==> config.mk <==
export PLATFORM = sky130hd
export DESIGN_NAME = vga_write_arbiter_flat
export DESIGN_NICKNAME = d
export VERILOG_FILES = /design/src/rtl/vga_write_arbiter_pkg.sv /design/src/rtl/vga_write_arbiter_if.sv /design/src/rtl/vga_write_arbiter_fill_engine.sv /design/src/rtl/vga_write_arbiter.sv /design/src/flat_wrapper.sv
export SDC_FILE = /design/constraint.sdc
export NUM_CORES = 1
export LEC_CHECK = 0
export CAP_MARGIN = 20
export CORE_MARGIN = 4
export CORE_UTILIZATION = 47
export CTS_CLUSTER_SIZE = 14
export DETAILED_ROUTE_END_ITERATION = 8
export MAX_ROUTING_LAYER = met4
export PLACE_DENSITY = 0.74
export RECOVER_POWER = 50
export SLEW_MARGIN = 20
export SYNTH_ARGS = -nofsm -noshare
export SYNTH_HDL_FRONTEND = slang
export SYNTH_HIERARCHICAL = 1
export SYNTH_SLANG_ARGS = --single-unit
==> constraint.sdc <==
create_clock -name clk -period 9.05 [get_ports clk]
set_clock_uncertainty 0.2 [all_clocks]
set_input_delay 1.81 -clock clk [delete_from_list [all_inputs] [get_ports clk]]
set_output_delay 1.81 -clock clk [all_outputs]
set_load 0.005 [all_outputs]
==> src/rtl/vga_write_arbiter_pkg.sv <==
// Shared types and constants for the VGA frame-buffer write path.
package vga_pkg;

    localparam int COORD_W = 10;
    localparam int PIX_W   = 3;

    typedef logic [COORD_W-1:0] coord_t;
    typedef logic [PIX_W-1:0]   pix_t;

    typedef enum logic {
        IDLE,
        RUN
    } fill_state_t;

endpackage

==> src/rtl/vga_write_arbiter_if.sv <==
// Pixel-writer request bundle: NREQ valid/ready channels carrying x, y and colour.
// The requesters drive the master side; the arbiter sits on the slave side.
interface vga_write_arbiter_if #(
    parameter int NREQ    = 2,
    parameter int COORD_W = vga_pkg::COORD_W,
    parameter int PIX_W   = vga_pkg::PIX_W
);

    logic [NREQ-1:0]              req_valid;
    logic [NREQ-1:0]              req_ready;
    logic [NREQ-1:0][COORD_W-1:0] req_x;
    logic [NREQ-1:0][COORD_W-1:0] req_y;
    logic [NREQ-1:0][PIX_W-1:0]   req_pixel;

    modport master (
        output req_valid, req_x, req_y, req_pixel,
        input  req_ready
    );

    modport slave (
        input  req_valid, req_x, req_y, req_pixel,
        output req_ready
    );

endinterface

==> src/rtl/vga_write_arbiter_fill_engine.sv <==
// Rectangle-fill engine: latches a clamped rectangle and walks it in raster
// order, stepping one pixel each time the arbiter grants the fill slot.
module vga_fill_engine #(
    parameter int COORD_W = vga_pkg::COORD_W,
    parameter int PIX_W   = vga_pkg::PIX_W
) (
    input  logic               clk,
    input  logic               srst,
    input  logic [COORD_W-1:0] width,
    input  logic [COORD_W-1:0] height,
    input  logic               start,
    input  logic [COORD_W-1:0] x0,
    input  logic [COORD_W-1:0] y0,
    input  logic [COORD_W-1:0] x1,
    input  logic [COORD_W-1:0] y1,
    input  logic [PIX_W-1:0]   color,
    input  logic               advance,
    output logic               busy,
    output logic               done,
    output logic [COORD_W-1:0] cx,
    output logic [COORD_W-1:0] cy,
    output logic [PIX_W-1:0]   color_q
);
    import vga_pkg::*;

    fill_state_t        state, state_next;
    logic [COORD_W-1:0] x0_q, x1e_q, y1e_q;
    logic [COORD_W-1:0] x1_clamp, y1_clamp;
    logic               empty, last;

    // Clamp the far corner to the visible area and detect empty rectangles.
    always_comb begin
        x1_clamp = (x1 > width  - COORD_W'(1)) ? width  - COORD_W'(1) : x1;
        y1_clamp = (y1 > height - COORD_W'(1)) ? height - COORD_W'(1) : y1;
        // A zero-sized display would make width-1 wrap to all ones; treat it as empty.
        empty    = (width == '0) || (height == '0) || (x0 > x1_clamp) || (y0 > y1_clamp);
        last     = (cx == x1e_q) && (cy == y1e_q);
    end

    // State register.
    always_ff @(posedge clk or posedge srst) begin
        if (srst) state <= IDLE;
        else      state <= state_next;
    end

    // Next-state logic: leave IDLE on a non-empty start, return after the last pixel.
    always_comb begin
        // NOTE: assigning a default first keeps every path covered, so no latch is inferred.
        state_next = state;
        unique case (state)
            IDLE: if (start && !empty)  state_next = RUN;
            RUN:  if (advance && last)  state_next = IDLE;
            default:                    state_next = IDLE;
        endcase
    end

    // Latch the command on start, then advance the raster position on each grant.
    always_ff @(posedge clk or posedge srst) begin
        if (srst) begin
            // NOTE: sequential state uses non-blocking assignments so all registers update together.
            x0_q    <= '0;
            x1e_q   <= '0;
            y1e_q   <= '0;
            cx      <= '0;
            cy      <= '0;
            color_q <= '0;
            done    <= 1'b0;
        end else begin
            done <= ((state == RUN) && advance && last) ||
                    ((state == IDLE) && start && empty);
            if (state == IDLE) begin
                if (start) begin
                    x0_q    <= x0;
                    x1e_q   <= x1_clamp;
                    y1e_q   <= y1_clamp;
                    cx      <= x0;
                    cy      <= y0;
                    color_q <= color;
                end
            end else if (advance && !last) begin
                if (cx == x1e_q) begin
                    cx <= x0_q;
                    cy <= cy + COORD_W'(1);
                end else begin
                    cx <= cx + COORD_W'(1);
                end
            end
        end
    end

    assign busy = (state == RUN);

endmodule

==> src/rtl/vga_write_arbiter.sv <==
// Round-robin arbiter for the frame-buffer write port. Slots 0..NREQ-1 are the
// external pixel writers, slot NREQ is the fill engine. Grants are held off in
// tear-free mode while the display is visible; out-of-range requester writes
// are consumed and dropped with a clip_err pulse. Outputs are registered.
module vga_write_arbiter #(
    parameter int NREQ    = 2,
    parameter int COORD_W = vga_pkg::COORD_W,
    parameter int PIX_W   = vga_pkg::PIX_W
) (
    input  logic               clk,
    input  logic               srst,
    input  logic [COORD_W-1:0] width,
    input  logic [COORD_W-1:0] height,
    input  logic               tear_free,
    input  logic               visible,
    vga_write_arbiter_if.slave req,
    input  logic               fill_start,
    input  logic [COORD_W-1:0] fill_x0,
    input  logic [COORD_W-1:0] fill_y0,
    input  logic [COORD_W-1:0] fill_x1,
    input  logic [COORD_W-1:0] fill_y1,
    input  logic [PIX_W-1:0]   fill_color,
    output logic               fill_busy,
    output logic               fill_done,
    output logic [COORD_W-1:0] X,
    output logic [COORD_W-1:0] Y,
    output logic               wr_en,
    output logic [PIX_W-1:0]   pixel,
    output logic               clip_err
);
    import vga_pkg::*;

    localparam int NSLOT = NREQ + 1;
    localparam int PTR_W = $clog2(NSLOT);

    logic [PTR_W-1:0]   ptr, sel, sel_hi, sel_lo;
    logic               gnt, gnt_hi, gnt_lo, fill_gnt, clip;
    logic [NSLOT-1:0]   elig;
    logic [COORD_W-1:0] sel_x, sel_y, fill_cx, fill_cy;
    logic [PIX_W-1:0]   sel_pix, fill_pix;

    vga_fill_engine #(.COORD_W(COORD_W), .PIX_W(PIX_W)) u_fill (
        .clk     (clk),
        .srst    (srst),
        .width   (width),
        .height  (height),
        .start   (fill_start),
        .x0      (fill_x0),
        .y0      (fill_y0),
        .x1      (fill_x1),
        .y1      (fill_y1),
        .color   (fill_color),
        .advance (fill_gnt),
        .busy    (fill_busy),
        .done    (fill_done),
        .cx      (fill_cx),
        .cy      (fill_cy),
        .color_q (fill_pix)
    );

    // Round-robin pick: first eligible slot above ptr, otherwise first at or below it.
    always_comb begin
        elig   = {fill_busy, req.req_valid} & {NSLOT{~(tear_free & visible) & ~srst}};
        gnt_hi = 1'b0;
        gnt_lo = 1'b0;
        sel_hi = '0;
        sel_lo = '0;
        for (int i = 0; i < NSLOT; i++) begin
            if (elig[i] && (PTR_W'(i) > ptr) && !gnt_hi) begin
                gnt_hi = 1'b1;
                sel_hi = PTR_W'(i);
            end
            if (elig[i] && (PTR_W'(i) <= ptr) && !gnt_lo) begin
                gnt_lo = 1'b1;
                sel_lo = PTR_W'(i);
            end
        end
        gnt      = gnt_hi | gnt_lo;
        sel      = gnt_hi ? sel_hi : sel_lo;
        fill_gnt = gnt && (sel == PTR_W'(NREQ));
    end

    // Ready strobes and the winning requester's payload with its clip decision.
    always_comb begin
        req.req_ready = '0;
        sel_x         = '0;
        sel_y         = '0;
        sel_pix       = '0;
        for (int i = 0; i < NREQ; i++) begin
            if (gnt && (sel == PTR_W'(i))) begin
                req.req_ready[i] = 1'b1;
                sel_x            = req.req_x[i];
                sel_y            = req.req_y[i];
                sel_pix          = req.req_pixel[i];
            end
        end
        clip = (sel_x >= width) || (sel_y >= height);
    end

    // Round-robin pointer moves only when a grant is issued.
    always_ff @(posedge clk or posedge srst) begin
        if (srst)     ptr <= PTR_W'(NREQ);
        else if (gnt) ptr <= sel;
    end

    // Registered frame-buffer port; coordinates and colour hold while idle.
    always_ff @(posedge clk or posedge srst) begin
        if (srst) begin
            X        <= '0;
            Y        <= '0;
            pixel    <= '0;
            wr_en    <= 1'b0;
            clip_err <= 1'b0;
        end else begin
            wr_en    <= 1'b0;
            clip_err <= 1'b0;
            if (fill_gnt) begin
                X     <= fill_cx;
                Y     <= fill_cy;
                pixel <= fill_pix;
                wr_en <= 1'b1;
            end else if (gnt) begin
                if (clip) begin
                    clip_err <= 1'b1;
                end else begin
                    X     <= sel_x;
                    Y     <= sel_y;
                    pixel <= sel_pix;
                    wr_en <= 1'b1;
                end
            end
        end
    end

endmodule

==> src/flat_wrapper.sv <==
// flat-port wrapper written by rule: the top's interface ports become plain ports
module vga_write_arbiter_flat import vga_pkg::*;
#(
    parameter int NREQ    = 2,
    parameter int COORD_W = vga_pkg::COORD_W,
    parameter int PIX_W   = vga_pkg::PIX_W
)
  (clk, srst, width, height, tear_free, visible, fill_start, fill_x0, fill_y0, fill_x1, fill_y1, fill_color, fill_busy, fill_done, X, Y, wr_en, pixel, clip_err, req_req_valid, req_req_x, req_req_y, req_req_pixel, req_req_ready);
  vga_write_arbiter_if #(.NREQ(NREQ), .COORD_W(COORD_W), .PIX_W(PIX_W)) req_i ();
  input  logic clk;
  input  logic srst;
  input  logic [COORD_W-1:0] width;
  input  logic [COORD_W-1:0] height;
  input  logic tear_free;
  input  logic visible;
  input  logic fill_start;
  input  logic [COORD_W-1:0] fill_x0;
  input  logic [COORD_W-1:0] fill_y0;
  input  logic [COORD_W-1:0] fill_x1;
  input  logic [COORD_W-1:0] fill_y1;
  input  logic [PIX_W-1:0] fill_color;
  output logic fill_busy;
  output logic fill_done;
  output logic [COORD_W-1:0] X;
  output logic [COORD_W-1:0] Y;
  output logic wr_en;
  output logic [PIX_W-1:0] pixel;
  output logic clip_err;
  input wire logic [$bits(req_i.req_valid)-1:0] req_req_valid;
  input wire logic [$bits(req_i.req_x)-1:0] req_req_x;
  input wire logic [$bits(req_i.req_y)-1:0] req_req_y;
  input wire logic [$bits(req_i.req_pixel)-1:0] req_req_pixel;
  output wire logic [$bits(req_i.req_ready)-1:0] req_req_ready;
  assign req_i.req_valid = req_req_valid;
  assign req_i.req_x = req_req_x;
  assign req_i.req_y = req_req_y;
  assign req_i.req_pixel = req_req_pixel;
  assign req_req_ready = req_i.req_ready;
  vga_write_arbiter #(.NREQ(NREQ), .COORD_W(COORD_W), .PIX_W(PIX_W)) u_core (.clk(clk), .srst(srst), .width(width), .height(height), .tear_free(tear_free), .visible(visible), .req(req_i), .fill_start(fill_start), .fill_x0(fill_x0), .fill_y0(fill_y0), .fill_x1(fill_x1), .fill_y1(fill_y1), .fill_color(fill_color), .fill_busy(fill_busy), .fill_done(fill_done), .X(X), .Y(Y), .wr_en(wr_en), .pixel(pixel), .clip_err(clip_err));
endmodule
# Word level (Yosys, flattened, before mapping)
# Index checks and enable logic that the tools add are counted.
# Widths: inputs -> output; s select.
dict set report word_totals {
  reg_bits 82
  in_bits 116
  out_inout_bits 29
  word_cells 132
}
dict set report op_classes {
  addsub 4
  magnitude_cmp 12
  n_eq_ne 7
  n_mux 47
  bitwise 7
  n_reduce_logical 41
}
# cell n
set ops {}
lappend ops {{$mux 10} 20}
lappend ops {{$gt 10x10->1} 4}
lappend ops {{$logic_and 1x1->1} 21}
lappend ops {{$add 10x1->10 const B} 2}
lappend ops {{$eq 10x10->1} 2}
lappend ops {{$ge 10x10->1} 2}
lappend ops {{$logic_not 10->1} 2}
lappend ops {{$sub 10x1->10 const B} 2}
lappend ops {{$mux 1} 18}
lappend ops {{$mux 3} 5}
lappend ops {{$logic_not 1->1} 6}
lappend ops {{$mux 2} 3}
lappend ops {{$reduce_and 2->1} 3}
lappend ops {{$logic_or 1x1->1} 5}
lappend ops {{$gt 1x2->1 const A} 2}
lappend ops {{$le 1x2->1 const A} 2}
lappend ops {{$ne 2x1->1 const B} 2}
lappend ops {{$reduce_bool 2->1} 2}
lappend ops {{$and 3x3->3} 1}
lappend ops {{$not 1->1} 3}
lappend ops {{$reduce_and 3->1} 1}
lappend ops {{$and 1x1->1} 2}
lappend ops {{$eq 2x1->1 const B} 1}
lappend ops {{$eq 2x2->1 const B} 1}
lappend ops {{6 further kinds} 6}

# Longest topological paths before layout
dict set report depth {
  word_depth 22
  ltp_mapped 19
}

# Cells and area by module
# The synthesis kept the hierarchy.
# module instances cells_each area_per_inst_um2 seq_area_each_um2
set by_module_without_submodules {}
lappend by_module_without_submodules {vga_fill_engine 1 578 4793.3 1376.3}
lappend by_module_without_submodules {vga_write_arbiter 1 241 2159.6 676.9}

# Worst setup path before layout
# OpenSTA, ideal clock, no wires.
dict set report synth_timing {
  path_kind {input to register}
  startpoint {input port width[2]}
  endpoint {register u_core.u_fill.state (netlist: u_core/u_fill/busy)}
  setup_time_ps 65
  t_arrival_ps 5285
  path_slack_ps 3500
  path_stages 16
  path_buffers 0
  cell_sequence {nor3_1 > xnor2_1 > ha_1 > a21o_1 > a21o_1 > a221oi_1 > o221ai_2 > and3_1 > or2_1 > ha_1 > a21o_1 > a21o_1 > a2111oi_0 > o21ai_0 > nor4_1 > o21a_1}
}
dict set report synth_via {
  elab_chain_cells 10
  elab_cells_between_ends 12
}
# element line
set synth_lines {}
lappend synth_lines {{from (decl)} flat_wrapper.sv:12} ;# input logic [COORD_W-1:0] width;
lappend synth_lines {{$sub 10x1->10} vga_write_arbiter_fill_engine.sv:33} ;# x1_clamp = (x1 > width - COORD_W'(1)) ? width - COORD_W'(1) : x1;
lappend synth_lines {{$gt 10x10->1} vga_write_arbiter_fill_engine.sv:33}
lappend synth_lines {{$mux 10} vga_write_arbiter_fill_engine.sv:33}
lappend synth_lines {{$gt 10x10->1} vga_write_arbiter_fill_engine.sv:36} ;# empty = (width == '0) || (height == '0) || (x0 > x1_clamp) || (y0 > y1_clamp);
lappend synth_lines {{$logic_or 1x1->1 (*) (2 in series)} vga_write_arbiter_fill_engine.sv:36}
lappend synth_lines {{$logic_not 1->1 (*)} vga_write_arbiter_fill_engine.sv:51} ;# IDLE: if (start && !empty) state_next = RUN;
lappend synth_lines {{$logic_and 1x1->1 (*)} vga_write_arbiter_fill_engine.sv:51}
lappend synth_lines {{$mux 1 (*)} vga_write_arbiter_fill_engine.sv:51}
lappend synth_lines {{$pmux 1 s2 (*)} vga_write_arbiter_fill_engine.sv:50} ;# unique case (state)
lappend synth_lines {{named net u_core.u_fill.state_next} vga_write_arbiter_fill_engine.sv:26} ;# fill_state_t state, state_next;
lappend synth_lines {{to (signal assigned)} vga_write_arbiter_fill_engine.sv:43} ;# else state <= state_next;
lappend synth_lines {{to (decl)} vga_write_arbiter_fill_engine.sv:26}
# Mark *: on every way through the listed nets, which the timed path passes. The rest lies on a longest branch.
# A chain may end at the register's enable or synchronous reset.

# Worst setup path in the final report
dict set report layout_timing {
  startpoint {input port width[0]}
  endpoint {register u_core.u_fill.done}
}
dict set report layout_via {
  elab_chain_cells 8
  elab_cells_between_ends 10
}
# element line
set layout_lines {}
lappend layout_lines {{$sub 10x1->10} vga_write_arbiter_fill_engine.sv:33}
lappend layout_lines {{$gt 10x10->1} vga_write_arbiter_fill_engine.sv:33}
lappend layout_lines {{$mux 10} vga_write_arbiter_fill_engine.sv:33}
lappend layout_lines {{$gt 10x10->1} vga_write_arbiter_fill_engine.sv:36}
lappend layout_lines {{$logic_or 1x1->1 (*) (2 in series)} vga_write_arbiter_fill_engine.sv:36}
lappend layout_lines {{$logic_and 1x1->1 (*)} vga_write_arbiter_fill_engine.sv:70} ;# ((state == IDLE) && start && empty);
lappend layout_lines {{$logic_or 1x1->1 (*)} vga_write_arbiter_fill_engine.sv:69} ;# done <= ((state == RUN) && advance && last) ||
lappend layout_lines {{to (signal assigned)} vga_write_arbiter_fill_engine.sv:69}
lappend layout_lines {{to (decl)} vga_write_arbiter_fill_engine.sv:19} ;# output logic done,
# Mark *: on every way between the ends. The rest lies on a longest branch, timed or not.

==> flow_metrics.tcl <==
set metrics [dict create \
    run_status "finished with violations" \
    violations "max-capacitance violations, max-slew violations" \
    cts_made_buffers 9 \
    cp.required_ps 8950 \
    hp-class "reg2reg" \
    finalHoldViolations 0 \
    seq_area_frac_synth 0.295 \
    syn_inst 819 \
    hold-worst-slack_ps 277 \
    ioPinCount 145 \
    fin_ws_ps 2000 \
    timing.fmax_mhz 142 \
    total_power_mw 1.96 \
    dp_slack_ps 1910 \
    peakVddDrop_uv 114 \
    fin_cells 1132 \
    setup_viol 0 \
    hold_start "u_core/u_fill/color_q[1]$_DFFE_PP0P_" \
    synth_top_cell_by_area "dfrtp_1" \
    antenna_found_initial 0 \
    dpl_cell_area_um2 8500 \
    place.port_buffers 144 \
    synthDistinctLibCells 70 \
    fin_crit_sh 0.779 \
    cp_max_fo 18 \
    diodes 0 \
    die-area_um2 16800 \
    grt_overflow 0 \
    drt_iter0_markers 460 \
    max_cap_viol_count 2 \
    crit_type "in2reg" \
    syn_area_per_cell_um2 8.49 \
    ys_top_cells_by_area "dfrtp_1 29%, ha_1 12%, inv_1 5.1%, nand2_1 4.8%, a21oi_1 4.1%" \
    clkSinkCount 82 \
    tns_ps 0 \
    drive_gt1_frac 0.0717 \
    postCtsSetupBuffers 0 \
    gp_congestion 0.933 \
    core_um2 14500 \
    final_core_utilization 0.606 \
    clkLatencyLatePin_ps 340 \
    grt_pass1_wl_um 31900 \
    fillers 1309 \
    ff2ff_path_depth 11 \
    critPathLaunch "width[0]" \
    synth_common_cells "95 x inv_1, 89 x nand2_1, 81 x dfrtp_1" \
    r2r_start "u_core/u_fill/busy$_DFF_PP0_" \
    synth_edf_count 0 \
    endpoint "u_core/u_fill/done$_DFF_PP0_" \
    yosysWarnings 6 \
    fin_nets 1123 \
    cellLeakagePower_nw 4.23 \
    multi_input_area_um2 4360 \
    reg2reg_slack_ps 4410 \
    die_h_um 130 \
    grt_max_degree 60 \
    track_usage 0.247 \
    start_util 0.478 \
    r2r_end "u_core/Y[8]$_DFFE_PP0P_" \
    dpl.hpwl_um 15900 \
    viasPerCell 5.83 \
    cts_resized 0 \
    crit_path_start_kind "input pin" \
    syn_area_um2 6950 \
    cts_max_path_buffers 2 \
    end_kind "flop" \
    wirelength_um 20600 \
    rsz0062_at_grt "false" \
    arrival_ps 6950 \
    cts_htree_levels 3 \
    cts_tree "built" \
    finalCriticalPeriod_ps 7050 \
    tightest_slew_ps 3100 \
    first_pass_iters 5 \
    register_area_um2 2050 \
    slew_viol_final 113 \
    synth_flop_cell "dfrtp_1" \
    wire_per_inst_um 18.2 \
    synth-async-reset-ratio 1.00 \
    post-synth-top-count-cell "inv_1" \
    cts_root_buffer "clkbuf_16" \
    syn_nets 999 \
    area_growth_pct 26.7 \
    rows 44 \
    final_antenna_net_count 0 \
    vias 6598 \
    hold_buffers 0 \
    drc_errors 0 \
    fin_area_um2 8810 \
    placed_cells 1116 \
    chipWidth_um 130 \
    slew_headroom -1.07 \
    clk_pin_slew_ps 60 \
    grt_pass1_vias 6138 \
    power_density_nw_per_um2 223 \
    synth_top_area_share 0.292 \
    yosys_register_bits 82 \
]
kinds of logic (layout without fill, tap and decap cells):
group,count (synthesis),after routing,share of synthesized area
simple gates,268,268,0.197
compound gates,202,202,0.219
buf+inv,132,261,0.0774
flops,82,82,0.295
fa+ha+maj,64,64,0.115
xor+xnor,45,45,0.0567
mux,26,26,0.0390
final cells by class:
cell class                      instances  area share
Clock buffer                           12      0.0291
Clock inverter                          4     0.00838
Inverter                               95      0.0405
Multi-Input combinational cell        605       0.495
Sequential cell                        82       0.233
Tap cell                              184      0.0261
Timing Repair Buffer                  150       0.168
cell usage in the layout (no fill, tap or decap), drive strengths merged, types with 7 or more instances in the layout:
cell           count
ha                64
dlygate4sd3       12
xnor2             19
o31ai             13
mux2i             17
a21oi             59
a22oi             20
nor3              16
or2               10
inv               94
nand2             89
a221oi            22
xor2              26
dfrtp             81
nand3             28
nand4             24
a21o               8
o21ai             30
nor4               7
clkdlybuf4s50    132
o221ai             8
clkbuf            14
nor2              46
and3              24
mux2               9
sequential cells by signal (all words and copies together) (netlist names):
signal                 cells
u_core/X                  10
u_core/Y                  10
u_core/u_fill/cx          10
u_core/u_fill/cy          10
u_core/u_fill/x0_q        10
u_core/u_fill/x1e_q       10
u_core/u_fill/y1e_q       10
u_core/pixel               3
u_core/u_fill/color_q      3
u_core/ptr                 2
u_core/clip_err            1
u_core/u_fill/busy         1
u_core/u_fill/done         1
u_core/wr_en               1
power breakdown:
part | leakage [nW] | internal (mW) | switching, mW
clock network | 0.163 | 0.257 | 0.152
registers | 0.977 | 0.541 | 0.181
logic | 3.09 | 0.439 | 0.391
critical path, stage by stage:
cell	delay (ps)
clkdlybuf4s50_1	660
inv_1	150
ha_1	290
nand2_1	100
xor2_1	180
ha_1	270
and4_1	220
a221oi_1	500
o221ai_2	430
and3_1	280
or2_1	230
ha_1	300
a21o_1	170
a21o_1	180
a2111oi_0	570
o21ai_0	260
nor3_1	260
o21ai_0	100
worst min path at each step:
| stage | end | slack, ps | cells past startpoint |
|---|---|---|---|
| 2_1_floorplan | u_core/u_fill/x0_q[1]$_DFFE_PP0P_ | 240 | 2 |
| 3_3_place_gp | u_core/u_fill/x0_q[7]$_DFFE_PP0P_ | 260 | 2 |
| 3_5_place_dp | u_core/u_fill/color_q[1]$_DFFE_PP0P_ | 260 | 2 |
| 4_1_cts | u_core/u_fill/color_q[1]$_DFFE_PP0P_ | 280 | 2 |
| 5_1_grt | u_core/u_fill/x0_q[6]$_DFFE_PP0P_ | 320 | 2 |
| 6_report | u_core/u_fill/color_q[1]$_DFFE_PP0P_ | 280 | 2 |
layer usage:
metal	track usage	vias up	wire, µm
met5	-	-	0
met4	0.0617	0	276
met3	0.0412	25	1480
li1	-	3180	-
met2	0.370	262	9100
met1	0.350	3131	9790
No activity file was read; power rests on OpenSTA's default activity.
